### config.mk
export PLATFORM = sky130hd
export DESIGN_NAME = rms_env_cfg_master
export DESIGN_NICKNAME = d
export VERILOG_FILES = /design/src/rtl/rms_env_cfg_master.sv
export SDC_FILE = /design/constraint.sdc
export NUM_CORES = 1
export LEC_CHECK = 0
export CORE_AREA = 4 4 76 132
export DETAILED_ROUTE_END_ITERATION = 6
export DIE_AREA = 0 0 80 136
export GPL_TIMING_DRIVEN = 1
export MAX_ROUTING_LAYER = met4
export PLACE_DENSITY = 0.87
export SETUP_SLACK_MARGIN = 0.15
export SYNTH_ARGS = -nofsm -noshare
export SYNTH_HDL_FRONTEND = slang
export SYNTH_SLANG_ARGS = --single-unit
### constraint.sdc
create_clock -name aclk -period 2.3 [get_ports aclk]
set_clock_uncertainty 0.15 [all_clocks]
set_input_delay 0.46 -clock aclk [delete_from_list [all_inputs] [get_ports aclk]]
set_output_delay 0.46 -clock aclk [all_outputs]
set_load 0.02 [all_outputs]
### src/rtl/rms_env_cfg_master.sv
// AXI-Lite write master for the stereo RMS/peak envelope core: programs alpha and control
// on request, and flips alpha between attack/release values by watching the envelope tap.
module rms_env_cfg_master #(
    parameter int C_M_AXI_ADDR_WIDTH = 4,
    parameter int ALPHA_WIDTH        = 16,
    parameter int LEVEL_WIDTH        = 16
) (
    input  logic                          aclk,
    input  logic                          aresetn,
    input  logic                          req_valid,
    output logic                          req_ready,
    input  logic [ALPHA_WIDTH-1:0]        req_alpha,
    input  logic [1:0]                    req_ctrl,
    output logic                          done,
    output logic                          busy,
    input  logic                          auto_en,
    input  logic [ALPHA_WIDTH-1:0]        attack_alpha,
    input  logic [ALPHA_WIDTH-1:0]        release_alpha,
    input  logic [LEVEL_WIDTH-1:0]        threshold,
    input  logic [LEVEL_WIDTH-1:0]        hysteresis,
    input  logic [31:0]                   env_tdata,
    input  logic                          env_tvalid,
    input  logic                          env_tready,
    output logic                          auto_mode,
    output logic                          err,
    input  logic                          err_clr,
    output logic [C_M_AXI_ADDR_WIDTH-1:0] m_axi_awaddr,
    output logic                          m_axi_awvalid,
    input  logic                          m_axi_awready,
    output logic [31:0]                   m_axi_wdata,
    output logic [3:0]                    m_axi_wstrb,
    output logic                          m_axi_wvalid,
    input  logic                          m_axi_wready,
    input  logic [1:0]                    m_axi_bresp,
    input  logic                          m_axi_bvalid,
    output logic                          m_axi_bready
);
    localparam logic [C_M_AXI_ADDR_WIDTH-1:0] ADDR_CTRL  = '0;
    localparam logic [C_M_AXI_ADDR_WIDTH-1:0] ADDR_ALPHA = C_M_AXI_ADDR_WIDTH'(4);

    typedef enum logic [1:0] {S_IDLE, S_ADDR_DATA, S_RESP} state_t;

    state_t                        r_state;
    logic                          r_awvalid;
    logic                          r_wvalid;
    logic                          r_bready;
    logic [C_M_AXI_ADDR_WIDTH-1:0] r_awaddr;
    logic [31:0]                   r_wdata;
    logic [1:0]                    r_ctrl;
    logic                          r_more;
    logic                          r_err;
    logic                          r_auto_mode;
    logic                          r_pending;

    logic [LEVEL_WIDTH-1:0] w_ch [2];
    logic [LEVEL_WIDTH-1:0] w_level;
    logic [LEVEL_WIDTH-1:0] w_release_thr;
    logic [ALPHA_WIDTH-1:0] w_auto_alpha;
    logic                   w_tap;
    logic                   w_to_attack;
    logic                   w_to_release;
    logic                   w_auto_launch;
    logic                   w_aw_ok;
    logic                   w_w_ok;
    logic                   w_b_hs;

    genvar gi;
    generate
        for (gi = 0; gi < 2; gi++) begin : g_ch
            assign w_ch[gi] = env_tdata[16*gi +: LEVEL_WIDTH];
        end
    endgenerate

    assign w_level       = (w_ch[1] > w_ch[0]) ? w_ch[1] : w_ch[0];
    assign w_release_thr = (threshold > hysteresis) ? (threshold - hysteresis) : '0;
    assign w_tap         = auto_en & env_tvalid & env_tready;
    assign w_to_attack   = w_tap & ~r_auto_mode & (w_level >= threshold);
    assign w_to_release  = w_tap & r_auto_mode & (w_level < w_release_thr);
    assign w_auto_alpha  = r_auto_mode ? attack_alpha : release_alpha;
    // Manual requests take the slot; pending auto work simply waits for the next IDLE cycle.
    assign w_auto_launch = (r_state == S_IDLE) & ~req_valid & r_pending & auto_en;

    // A channel whose valid has already dropped counts as handshaken.
    assign w_aw_ok = ~r_awvalid | m_axi_awready;
    assign w_w_ok  = ~r_wvalid | m_axi_wready;
    assign w_b_hs  = r_bready & m_axi_bvalid;

    always_ff @(posedge aclk or negedge aresetn) begin
        if (!aresetn) begin
            r_state   <= S_IDLE;
            r_awvalid <= 1'b0;
            r_wvalid  <= 1'b0;
            r_bready  <= 1'b0;
            r_awaddr  <= '0;
            r_wdata   <= '0;
            r_ctrl    <= '0;
            r_more    <= 1'b0;
        end else begin
            case (r_state)
                S_IDLE: begin
                    if (req_valid) begin
                        r_awaddr  <= ADDR_ALPHA;
                        r_wdata   <= 32'(req_alpha);
                        r_ctrl    <= req_ctrl;
                        r_more    <= 1'b1;
                        r_awvalid <= 1'b1;
                        r_wvalid  <= 1'b1;
                        r_state   <= S_ADDR_DATA;
                    end else if (w_auto_launch) begin
                        r_awaddr  <= ADDR_ALPHA;
                        r_wdata   <= 32'(w_auto_alpha);
                        r_more    <= 1'b0;
                        r_awvalid <= 1'b1;
                        r_wvalid  <= 1'b1;
                        r_state   <= S_ADDR_DATA;
                    end
                end
                S_ADDR_DATA: begin
                    if (m_axi_awready) r_awvalid <= 1'b0;
                    if (m_axi_wready)  r_wvalid  <= 1'b0;
                    if (w_aw_ok && w_w_ok) begin
                        r_bready <= 1'b1;
                        r_state  <= S_RESP;
                    end
                end
                S_RESP: begin
                    if (m_axi_bvalid) begin
                        r_bready <= 1'b0;
                        if (r_more) begin
                            r_more    <= 1'b0;
                            r_awaddr  <= ADDR_CTRL;
                            r_wdata   <= {30'b0, r_ctrl};
                            r_awvalid <= 1'b1;
                            r_wvalid  <= 1'b1;
                            r_state   <= S_ADDR_DATA;
                        end else begin
                            r_state <= S_IDLE;
                        end
                    end
                end
                default: r_state <= S_IDLE;
            endcase
        end
    end

    // A transition seen while a write is in flight re-arms pending; the later write
    // picks up whatever mode is current when it launches.
    always_ff @(posedge aclk or negedge aresetn) begin
        if (!aresetn) begin
            r_auto_mode <= 1'b0;
            r_pending   <= 1'b0;
            r_err       <= 1'b0;
        end else begin
            if (w_to_attack)       r_auto_mode <= 1'b1;
            else if (w_to_release) r_auto_mode <= 1'b0;

            if (!auto_en)                         r_pending <= 1'b0;
            else if (w_to_attack || w_to_release) r_pending <= 1'b1;
            else if (w_auto_launch)               r_pending <= 1'b0;

            if (w_b_hs && (m_axi_bresp != 2'b00)) r_err <= 1'b1;
            else if (err_clr)                     r_err <= 1'b0;
        end
    end

    assign req_ready     = (r_state == S_IDLE);
    assign busy          = (r_state != S_IDLE);
    assign done          = (r_state == S_RESP) & w_b_hs & ~r_more;
    assign auto_mode     = r_auto_mode;
    assign err           = r_err;
    assign m_axi_awaddr  = r_awaddr;
    assign m_axi_awvalid = r_awvalid;
    assign m_axi_wdata   = r_wdata;
    assign m_axi_wstrb   = 4'hF;
    assign m_axi_wvalid  = r_wvalid;
    assign m_axi_bready  = r_bready;

endmodule
### Word level (Yosys, flattened, before mapping)

Cells that the tools add are included.

* word-level logic and storage cells: 101
* output and inout port bits: 48
* input bits: 126
* flip-flop bits (word level): 47

* $lt $le $gt $ge: 4
* eq/ne operators: 9
* add/sub/neg operators: 1
* bitwise gates (word level): 19
* reduce and logical (&&, ||, !) cells: 18
* muxes and demuxes: 39

Operators with widths (count)
* $mux W32: 4
* $pmux W32 S2: 1
* $mux W16: 3
* $gt A16 B16 Y1: 2
* $mux W1: 17
* $ge A16 B16 Y1: 1
* $lt A16 B16 Y1: 1
* $mux W4: 4
* $sub A16 B16 Y16: 1
* $and A1 B1 Y1: 12
* $reduce_bool A2 Y1: 6
* $ne A2 B2 Y1 const B: 5
* $reduce_and A5 Y1: 2
* $reduce_and A3 Y1: 3
* $mux W2: 4
* $pmux W4 S2: 1
* $pmux W1 S3: 2
* $pmux W2 S3: 1
* $not A1 Y1: 5
* $pmux W1 S2: 2
* $reduce_and A4 Y1: 1
* $ne A3 B1 Y1 const B: 1
* $ne A3 B2 Y1 const B: 1
* $reduce_bool A3 Y1: 1
* 7 further kinds: 9

### Logic depth before layout (Yosys ltp)

Gate-level depths: netlist (run 1).

* depth after elaboration: 7
* gate-level depth with buffers: 19
* depth with buffers taken out: 19

### Least setup slack after synthesis (run 1)

No wires, ideal clock.

* kind: input -> register
* start point: in env_tdata[11]
* end point: reg r_pending
* arrival time: 3490 ps
* buffers on the path: 2
* path slack: -1468 ps
* cell stages on the path: 17
* required time: 2022 ps
* setup time: 128 ps
* cell sequence: inv_1 > ha_1 > nand4_1 > a2111o_1 > a31oi_4 > buf_2 > buf_2 > o21ai_0 > ha_1 > a21oi_1 > nor2b_1 > o21ai_0 > a21oi_1 > or3_1 > a21oi_1 > a211oi_2 > nand3b_1

* word-level cells in the longest chain between the ends: 7
* elaborated cells on any way between the ends: 10
* classes of those cells: 3 x order compare; 1 x eq/ne; 3 x mux; 2 x bitwise; 1 x reduce/logical

Ends and longest elaborated chain
* from (decl): line 21 `input logic [31:0] env_tdata,`
* $gt A16 B16 Y1: line 74 `assign w_level = (w_ch[1] > w_ch[0]) ? w_ch[1] : w_ch[0];`
* $mux W16 (*): line 74
* $ge A16 B16 Y1 / $lt A16 B16 Y1 (equally long branches): line 77, 78
* $and A1 B1 Y1, on equally long branches: line 77, 78
* $logic_or A1 B1 Y1 (*): line 158 `else if (w_to_attack || w_to_release) r_pending <= 1'b1;`
* $mux W1: line 158
* $mux W1: line 157 `if (!auto_en) r_pending <= 1'b0;`
* to (signal assigned): line 157
* to (signal assigned): line 158
* to (signal assigned): line 159 `else if (w_auto_launch) r_pending <= 1'b0;`
* to (decl): line 53 `logic r_pending;`

Every way passes the cells marked *; elsewhere a longest branch is shown, timed or not.
A chain may end at the register's enable or synchronous reset.

### Final worst setup path (run 1)

Ends and elaborated chain as after synthesis.

==> out/metrics.cfg, run 1 <==
[run]
cap_violations=0

[layout]
layout_commonest_cell=buf_4
fill_cells=461
final_cell_mix=buf_4 (158), clkdlybuf4s50_1 (83), nand2_1 (60), ha_4 (39), a21oi_1 (35)
area_growth_pct=101
largest_reg_flops=16
fin_nets=1010
design_area_um2=7600
drive_gt1_frac=0.447
fin_cells=942
fin_util=0.846

[power_and_ir_drop]
power_density_nw_per_um2=632
power_mw=4.81
power.leakage_nw=3.57
vdd_drop_max_mv=0.618

[synth]
ys_seq_elements=28
synth_edf_count=0
synth-seq-area-share=0.185
synthArstFlopShare=1.00
synth_area_per_cell_um2=7.46
yosys_warnings=0
synth_area_leaders=ha_1 (20%), dfrtp_1 (18%), nand2_1 (6.6%), a21oi_1 (6.5%), inv_1 (5.9%)
yosysTopAreaCellShare=0.201
syn_area_um2=3790
ys_types=52
netlist_instances=508
synth-main-ff-cell=dfrtp_1
synth_area_leader_cell=ha_1

[detailed_routing]
wl_mm=21.1
ant_nets=0
wl_per_cell_um=22.4
vias_per_cell=5.87
drt_iter0_markers=377
first_pass_iters=6
drcViolationCount=0
vias=5526

[sta]
period_minus_slack_ps=3700
hold-worst-slack_ps=332
finalCritPeriodShare=1.61
max_freq_mhz=270
tns_ps=-2790
slew_viol_final=0
setup_slack_ps=-1400
rsz0062_at_grt=true
setup_viol=2
hold_viol_final=0

[grt]
grt_pass1_vias=5526
grt_pass1_wl_mm=26.4
grt_use_total=0.323
overflow=0
grt_antenna_before_repair=0
grt_max_degree=34

[placed_design]
routabilityCongestion=0.893
post_dp_cell_area_um2=6250
port-buffer-count=150
placedCellCount=865
pre_cts_slack_ps=-2070
hpwl_mm=12.0

[clocking]
cts_num_sinks=28
insertion_delay_ps=270
cts-buffers-inserted=3
cts_root_buf=clkbuf_16
cts_max_level=1
cts_tree=built
hold_buffers=0
clk_path_buf_depth=2
clk_pin_slew_ps=70

[worst_setup_path]
cp_max_fo=6
endpoint_kind=flop
critPathLaunchType=input pin
worstSetupPathType=in -> reg
worstPathArrival_ps=3690
crit_required_ps=2300
r2r_cells=7

[floorplanning]
ioPinCount=174
chipHeight_um=136
die-width_um=80
core_um2=8980
start_util=0.422
row_count=46
die-area_um2=10900

[run_status]
failed_checks=setup timing
status=complete, but fails checks

[hold_path]
hold-path-cell-count=2
hold_class=reg -> reg

per-layer routing:
metal	part of all wire	routed length, µm	GRT usage
met1	0.29	6230	0.274
met4	0.11	2260	0.229
met5	0	0	-
met3	0.10	2130	0.0550
met2	0.50	10500	0.612
cell families (layout without fill, tap and decap cells):
logic type               Yosys count  after routing  share of synthesized area
buffers and inverters             98            390                      0.121
AND/OR/NAND/NOR                  147            147                      0.182
XOR/XNOR                          10             10                     0.0231
multiplexers                      22             22                     0.0604
AO/OA/AOI/OAI                    139            139                      0.220
adder cells (fa/ha/maj)           62             62                      0.207
flip-flops                        28             28                      0.185
other                              2             24                    0.00198
repair_timing:
action / in CTS / in global routing
endpoints found under the setup margin: 5 / 5
gates resized for setup: 268 / 109
endpoints found under the hold margin: 0 / 0
cloned: 3 / 0
pin swaps: 83 / 70
buffers inserted: 51 / 18
path summary, 6_finish.rpt:
kind | from | endpoint | slack [ps]
max in group asynchronous | aresetn | r_state[1] | 1300
min in group asynchronous | aresetn | r_ctrl[1] | 420
max reg2reg | r_state[0] | m_axi_wdata[2] | 300
min | m_axi_wdata[12] | m_axi_wdata[12] | 330
max | env_tdata[11] | r_pending | -1400
min reg2reg | m_axi_wdata[12] | m_axi_wdata[12] | 330
critical path, cell delays in order:
cell and delay (ps):
buf_6 80, inv_4 40, ha_4 280, nand4_1 160
buf_4 200, nor2_2 80, a2bb2oi_1 70, buf_4 150
a31oi_4 260, buf_6 180, buf_4 150, o21ai_0 170
ha_1 260, a21oi_1 200, nor2_1 100, a2111oi_2 210
o21ai_1 180, a31oi_4 180, a211oi_2 100, nand3b_1 170
synth_stat cells (3+ instances only):
cell type	n
nand2_1	67
ha_1	61
inv_1	60
a21oi_1	49
o21ai_0	44
nor2_1	31
dfrtp_1	28
buf_4	23
mux2i_1	18
clkbuf_1	12
nand4_1	10
a21o_1	7
nand3_1	7
nand2b_1	6
nor2b_1	6
nor3_1	6
o21a_1	6
o21ai_1	6
xnor2_1	6
o211ai_1	4
or3_1	4
xor2_1	4
a211oi_1	3
buf_2	3
mux2_2	3
nand3b_1	3
report_power, final:
part           internal [mW]  leakage, nW  switching, mW
combinational           1.68         3.19           1.77
clock                  0.267       0.0442          0.176
sequential             0.726        0.340          0.190
area by class of cell:
type,count,area [µm²],share of cell area
Tap cell,120,150,0.0198
Antenna cell,1,2.50,0.000329
Clock buffer,4,88.8,0.0117
Timing Repair Buffer,326,2810,0.370
Sequential cell,28,702,0.0924
Multi-Input combinational cell,403,3600,0.473
Inverter,60,245,0.0323
No activity file was read; power rests on OpenSTA's default activity.
==> run 2, diff against run 1 <==
--- a/config.mk
+++ b/config.mk
@@ -12,6 +12,7 @@
 export MAX_ROUTING_LAYER = met4
 export PLACE_DENSITY = 0.87
 export SETUP_SLACK_MARGIN = 0.15
+export SLEW_MARGIN = 20
 export SYNTH_ARGS = -nofsm -noshare
 export SYNTH_HDL_FRONTEND = slang
 export SYNTH_SLANG_ARGS = --single-unit
==> results of run 2 <==
Final layout, timing and power as in run 1 (identical DEF).
